### config.mk
export PLATFORM = sky130hd
export DESIGN_NAME = adder_seq
export DESIGN_NICKNAME = d
export VERILOG_FILES = /design/src/rtl/adder_pkg.sv /design/src/rtl/adder_chunk.sv /design/src/rtl/adder_seq.sv
export SDC_FILE = /design/constraint.sdc
export NUM_CORES = 1
export LEC_CHECK = 0
export BUFFER_PORTS_ARGS = -buffer_cell sky130_fd_sc_hd__buf_2
export CORE_AREA = 2 2 60 68
export DETAILED_ROUTE_END_ITERATION = 8
export DIE_AREA = 0 0 62 70
export PLACE_DENSITY = 0.83
export SLEW_MARGIN = 10
export SYNTH_ARGS = -nofsm -noshare
export SYNTH_HDL_FRONTEND = slang
export SYNTH_HIERARCHICAL = 1
export SYNTH_SLANG_ARGS = --single-unit
### constraint.sdc
create_clock -name clk -period 2.31 [get_ports clk]
set_input_delay 0.462 -clock clk [delete_from_list [all_inputs] [get_ports clk]]
set_output_delay 0.462 -clock clk [all_outputs]
set_load 0.005 [all_outputs]
### src/rtl/adder_pkg.sv
// Shared types and sizing helpers for the multi-cycle adder.
package adder_pkg;

    typedef enum logic [1:0] {
        IDLE,
        RUN,
        DONE
    } adder_state_t;

    function automatic int nchunk(input int width, input int chunk);
        return width / chunk;
    endfunction

    // Chunk counter width; a single-chunk adder still needs one bit
    function automatic int cnt_width(input int n);
        return (n <= 1) ? 1 : $clog2(n);
    endfunction

endpackage

### src/rtl/adder_chunk.sv
// Combinational CHUNK-bit adder slice shared by every RUN cycle.
module adder_chunk #(
    parameter int CHUNK = 2
) (
    input  logic [CHUNK-1:0] x,
    input  logic [CHUNK-1:0] y,
    input  logic             ci,
    output logic [CHUNK-1:0] s,
    output logic             co
);

    assign {co, s} = {1'b0, x} + {1'b0, y} + {{CHUNK{1'b0}}, ci};

endmodule

### src/rtl/adder_seq.sv
// Multi-cycle adder: a + b + cin over WIDTH bits, CHUNK bits per clock.
// Define ADDER_SEQ_SUB_EN to add a 'sub' port selecting a - b.
module adder_seq
    import adder_pkg::*;
#(
    parameter int WIDTH = 8,
    parameter int CHUNK = 2
) (
    input  logic             clk,
    input  logic             rst,
    input  logic             start,
    input  logic [WIDTH-1:0] a,
    input  logic [WIDTH-1:0] b,
    input  logic             cin,
`ifdef ADDER_SEQ_SUB_EN
    input  logic             sub,
`endif
    output logic             busy,
    output logic             done,
    output logic [WIDTH-1:0] sum,
    output logic             carry
);

    localparam int NCHUNK = nchunk(WIDTH, CHUNK);
    localparam int CW     = cnt_width(NCHUNK);
    localparam logic [CW-1:0] LAST = CW'(NCHUNK - 1);

    adder_state_t     state;
    adder_state_t     state_nxt;
    logic [WIDTH-1:0] opa;
    logic [WIDTH-1:0] opb;
    logic [WIDTH-1:0] opa_sh;
    logic [WIDTH-1:0] opb_sh;
    logic [WIDTH-1:0] psum;
    logic [WIDTH-1:0] psum_nxt;
    logic             creg;
    logic [CW-1:0]    cnt;
    logic [CHUNK-1:0] slice_s;
    logic             slice_co;
    logic [WIDTH-1:0] b_eff;
    logic             c_eff;
    logic             accept;
    logic             last;

    // Subtraction is folded into the captured operands: a + ~b + 1
`ifdef ADDER_SEQ_SUB_EN
    assign b_eff = sub ? ~b : b;
    assign c_eff = sub ? 1'b1 : cin;
`else
    assign b_eff = b;
    assign c_eff = cin;
`endif

    assign accept = start && ((state == IDLE) || (state == DONE));
    assign last   = (state == RUN) && (cnt == LAST);
    assign busy   = (state == RUN);
    assign done   = (state == DONE);

    adder_chunk #(
        .CHUNK(CHUNK)
    ) u_chunk (
        .x (opa[CHUNK-1:0]),
        .y (opb[CHUNK-1:0]),
        .ci(creg),
        .s (slice_s),
        .co(slice_co)
    );

    // New chunks enter at the top of psum so the LSB chunk ends up at bit 0
    generate
        if (CHUNK == WIDTH) begin : g_single
            assign psum_nxt = slice_s;
            assign opa_sh   = '0;
            assign opb_sh   = '0;
        end else begin : g_multi
            assign psum_nxt = {slice_s, psum[WIDTH-1:CHUNK]};
            assign opa_sh   = {{CHUNK{1'b0}}, opa[WIDTH-1:CHUNK]};
            assign opb_sh   = {{CHUNK{1'b0}}, opb[WIDTH-1:CHUNK]};
        end
    endgenerate

    always_ff @(posedge clk or posedge rst) begin
        if (rst) begin
            state <= IDLE;
        end else begin
            state <= state_nxt;
        end
    end

    always_comb begin
        state_nxt = state;
        case (state)
            IDLE:    if (start) state_nxt = RUN;
            RUN:     if (cnt == LAST) state_nxt = DONE;
            DONE:    state_nxt = start ? RUN : IDLE;
            default: state_nxt = IDLE;
        endcase
    end

    // Result registers only move on the final RUN cycle
    always_ff @(posedge clk or posedge rst) begin
        if (rst) begin
            opa   <= '0;
            opb   <= '0;
            creg  <= 1'b0;
            psum  <= '0;
            cnt   <= '0;
            sum   <= '0;
            carry <= 1'b0;
        end else if (accept) begin
            opa  <= a;
            opb  <= b_eff;
            creg <= c_eff;
            psum <= '0;
            cnt  <= '0;
        end else if (state == RUN) begin
            opa  <= opa_sh;
            opb  <= opb_sh;
            creg <= slice_co;
            psum <= psum_nxt;
            cnt  <= cnt + CW'(1);
            if (last) begin
                sum   <= psum_nxt;
                carry <= slice_co;
            end
        end
    end

endmodule

Word level (Yosys, flattened, before mapping)
Index checks and enable logic that the tools add are counted.

storage, ports and cells
  register bits = 38
  input bits = 20
  output and inout port bits = 11

operators by class
  $add $sub $neg = 3
  eq/ne operators = 5
  muxes and demuxes = 14
  bitwise gates (word level) = 1
  reductions and logical operators = 7

operator list
  kind                                                                   count
  8-bit two-way mux                                                      6
  2-bit two-way mux                                                      4
  2-bit one-hot mux with 3 select lines                                  1
  2-bit equality test, second input constant                             2
  2-bit by 2-bit adder with 3-bit output                                 1
  3-bit by 1-bit adder with 3-bit output                                 1
  1-bit two-way mux                                                      3
  3-bit AND reduction                                                    1
  2-bit by 1-bit adder with 2-bit output, second input constant          1
  2-bit by 1-bit equality test with 1-bit output, second input constant  1
  1-bit logical AND                                                      2
  2-bit logical NOT                                                      1
  2-bit by 1-bit != test with 1-bit output, second input constant        1
  2-bit != test, second input constant                                   1
  2-bit AND reduction                                                    1
  2-bit nonzero test                                                     1
  1-bit logical OR                                                       1
  1-bit NOT                                                              1

Logic depth before layout (Yosys ltp)
  depth after elaboration = 5
  gate-level depth with buffers = 6

Modules after synthesis
The synthesis kept the hierarchy.

modules (own cells, without submodules)
  module       times used  cells each  area an instance (µm²)  seq. area each (µm²)
  adder_seq    1           144         1709.1                  900.9
  adder_chunk  1           10          70.1                    0.0

Least setup slack after synthesis
OpenSTA, ideal clock, no wires.

  path kind = flip-flop to flip-flop
  start point = register opb[0]
  end point = register sum[7]
  library setup time = 125 ps
  data arrival time = 1579 ps
  data required time = 2185 ps
  path slack = 606 ps
  stages on the path, launching flop included = 6
  path buffers = 0
  cells stage by stage = dfrtp_1 > inv_1 > fa_1 > fa_1 > inv_1 > mux2_4

between the ends
  longest elaborated chain between the ends = 2

RTL lines
  what                                    RTL line           RTL
  start, declared                         adder_seq.sv:31    logic [WIDTH-1:0] opb;
  start signal, assigned                  adder_seq.sv:118   opb <= opb_sh;
  2-bit by 2-bit adder with 3-bit output  adder_chunk.sv:12  assign {co, s} = {1'b0, x} + {1'b0, y} + {{CHUNK{1'b0}}, ci};
  3-bit by 1-bit adder with 3-bit output  adder_chunk.sv:12
  net slice_s[1]                          adder_seq.sv:38    logic [CHUNK-1:0] slice_s;
  end signal, assigned                    adder_seq.sv:123   sum <= psum_nxt;
  end, declared                           adder_seq.sv:20    output logic [WIDTH-1:0] sum,

The timed path passes the listed nets, and every way through them passes these cells.
A chain may end at the register's enable or synchronous reset.

Final worst setup path
  start point = register state[0]
  end point = output port busy

between the ends
  longest elaborated chain between the ends = 1

RTL lines
  what                                            RTL line         RTL
  start, declared                                 adder_seq.sv:28  adder_state_t state;
  start signal, assigned                          adder_seq.sv:86  state <= state_nxt;
  2-bit by 1-bit equality test with 1-bit output  adder_seq.sv:56  assign busy = (state == RUN);
  end, declared                                   adder_seq.sv:18  output logic busy,

No other way between the ends.

==> results.py <==
metrics = {
    "place": {
        "dp.final_hpwl_mm": 2.314,
        "placedCellCount": 232,
        "port_buffers": 30,
        "place_congestion": 0.7763,
    },
    "critical_path": {
        "r2r-start": "opb[0]",
        "r2r_end": "sum[7]",
        "cp.arrival_ns": 1.48,
        "crit_type": "flop to primary output",
        "r2r_cells": 5,
        "endpoint": "busy",
        "critical_path.max_fanout": 19,
        "cp.required_ns": 1.85,
        "startpoint_type": "flop",
        "r2r_slack_ns": 0.53,
        "startpoint": "state[0]",
        "cp-end-kind": "primary output",
    },
    "clock_tree": {
        "cts.sinks": 36,
        "htreeDepth": 2,
        "tritoncts": "yes",
        "clk_pin_slew_worst_paths_ns": 0.06,
        "postCtsHoldBufs": 0,
        "cts_resized": 0,
        "cts_inserted_buffers": 5,
        "post_cts_buffers": 0,
        "root_buffer": "clkbuf_8",
        "insertion_delay_ns": 0.29,
        "cts_buffer_depth": 2,
    },
    "synthesis": {
        "synth_seq_cells": 36,
        "synth_top_area_share_pct": 50.63,
        "ys_warn_count": 6,
        "netlist_top_cells_count": "36 x dfrtp_1, 10 x inv_1, 10 x nor2b_1",
        "synth_most_common_cell": "dfrtp_1",
        "synth_cell_types": 26,
        "synth.area.top_cells": "dfrtp_1 51%, mux2_4 7.6%, mux2i_1 5.1%, nor2b_1 3.5%, a211oi_1 3.4%",
        "syn-num-nets": 177,
        "avgSynthCellArea_sq_um": 11.55,
        "async_flop_share_pct": 100.0,
        "synthCells": 154,
        "syn_area_sq_mm": 0.001779,
        "yosys.area.top_type": "dfrtp_1",
        "yosysSeqAreaShare_pct": 50.63,
        "ys.flop_type": "dfrtp_1",
        "synth-edff-count": 0,
    },
    "grt": {
        "antenna_found_initial": 0,
        "grt_first_pass_wirelength_mm": 5.637,
        "grt_max_degree": 37,
        "grt_use_total_pct": 17.93,
        "first_global_vias": 1264,
        "grt-ovfl-total": 0,
    },
    "timing": {
        "setup_viol": 0,
        "finalClockSkew_ns": 0.004030,
        "tightest_slew_ns": 0.6327,
        "slew_violations": 0,
        "relSlewSlack_pct": 57.82,
        "hold_violations": 0,
        "timing.fmax_ghz": 0.5161,
        "post-route-period-util_pct": 83.88,
        "period_minus_slack_ns": 1.938,
        "tns_ns": 0,
        "rsz0062_at_grt": "no",
    },
    "power_and_ir_drop": {
        "p_leak_nw": 0.9901,
        "ir_drop_mv": 0.7329,
        "switching_share_pct": 36.26,
        "power.internal_mw": 1.827,
        "pwr_density_cell_mw_per_mm2": 1384,
        "switchingPower_mw": 1.039,
        "p_comb_share_pct": 42.2,
        "p_clk_share_pct": 16.7,
        "seqPwrFrac_pct": 41.1,
    },
    "layout": {
        "fillers": 330,
        "fin_cells": 239,
        "finish.utilization_pct": 55.20,
        "nets": 210,
        "drive_gt1_share_pct": 32.09,
        "insertedDiodeCount": 0,
        "syn2layout_area_growth_pct": 16.46,
        "multiInputGateArea_sq_um": 775.7,
        "final-seq-area_sq_um": 900.9,
    },
    "floorplan": {
        "fp.dieArea_sq_mm": 0.004340,
        "die_h_um": 70,
        "coreArea_sq_mm": 0.003754,
        "ioPinCount": 31,
        "die_x_um": 62,
        "initial_core_util_pct": 47.40,
        "rows": 24,
    },
    "job": {
        "drv_cap": 0,
    },
    "route": {
        "wire_per_inst_um": 13.87,
        "vias": 1226,
        "drtIter0Drc": 46,
        "vias_per_cell": 5.130,
        "ant_nets": 0,
        "routed_wirelength_mm": 3.315,
        "drc": 0,
        "first_pass_iters": 5,
    },
    "run_status": {
        "status": "finished, final reports clean",
    },
    "hold_path": {
        "hold_class": "input pin to async pin",
    },
}
[cells by family (layout without fill, tap and decap cells)]
logic type,Yosys count,count (layout),share of synthesized area (%)
compound gates,34,34,12.10
xor+xnor,1,1,0.4924
fa+ha+maj,3,3,2.954
buf+inv,20,53,5.767
flops,36,36,50.63
mux,23,23,15.82
simple gates,37,37,12.24
[power by group through the flow]
stage                     combinational, mW  clock [mW]  sequential (mW)
final                                  1.21       0.478             1.18
after global routing                   1.37       0.519             1.22
after CTS                              1.22       0.493             1.17
after detailed placement               1.22           0             1.18
after global placement                 1.16           0             1.17
after floorplan                        1.01           0             1.09
[worst max-delay path: stages, from the launching register on]
cell and delay, ns:
dfrtp_1 0.75, nand2b_4 0.16, clkinv_4 0.15, buf_2 0.13
[metrics by stage]
step	total power, mW	hold slack, ns	setup slack [ns]	cell area (sq um)
global route	3.113	0.3055	0.2887	2072
floorplan	2.103	0.4652	0.6060	1779
detailed placement	2.403	0.4888	0.5491	1976
finish	2.867	0.2580	0.3724	2072
global placement	2.331	0.4879	0.5845	1976
CTS	2.890	0.2723	0.3747	2072
[sequential cells by signal, summed over array words and instances (netlist names)]
name / flops
psum: 6
sum: 8
state: 2
opb: 8
cnt: 2
carry: 1
creg: 1
opa: 8
[area by class of cell]
type / instances / area share, %
sequential: 36 / 43.48
multi-input combinational: 98 / 37.44
timing repair buffer: 35 / 9.058
clock buffer: 7 / 4.650
tap: 52 / 3.140
inverter: 11 / 2.234
[layer usage]
layer | GRT usage, % | share of wire, % | vias to the layer above
li1 | - | - | 596
met4 | 9.929 | 3.6 | 0
met5 | 0 | 0 | -
met3 | 5.556 | 4.2 | 10
met2 | 26.04 | 47 | 31
met1 | 23.20 | 46 | 589
[worst min path at each step]
stage | endpoint | slack (ns)
3_3_place_gp | cnt[1] | 0.49
2_1_floorplan | opb[7] | 0.47
4_1_cts | sum[6] | 0.27
3_5_place_dp | opa[6] | 0.49
6_report | sum[5] | 0.26
5_1_grt | sum[5] | 0.31
[placed cells by master, fill, tap and decap left out, types with 2 or more instances in the layout]
| cell | synthesis | final |
|---|---|---|
| dfrtp_1 | 36 | 36 |
| buf_2 | 6 | 30 |
| nor2b_1 | 10 | 10 |
| inv_1 | 10 | 10 |
| mux2_4 | 9 | 9 |
| mux2i_1 | 9 | 9 |
| o21ai_0 | 8 | 8 |
| a211oi_1 | 8 | 8 |
| a21oi_1 | 8 | 8 |
| nand2b_1 | 7 | 7 |
| clkbuf_8 | 0 | 7 |
| nand2_1 | 6 | 6 |
| nor3_1 | 5 | 5 |
| o22ai_1 | 5 | 5 |
| nor2_1 | 5 | 5 |
| a22o_1 | 5 | 5 |
| mux2_2 | 5 | 5 |
| buf_4 | 0 | 5 |
| fa_1 | 2 | 2 |
Note: power is estimated with default switching activity, not from simulation.
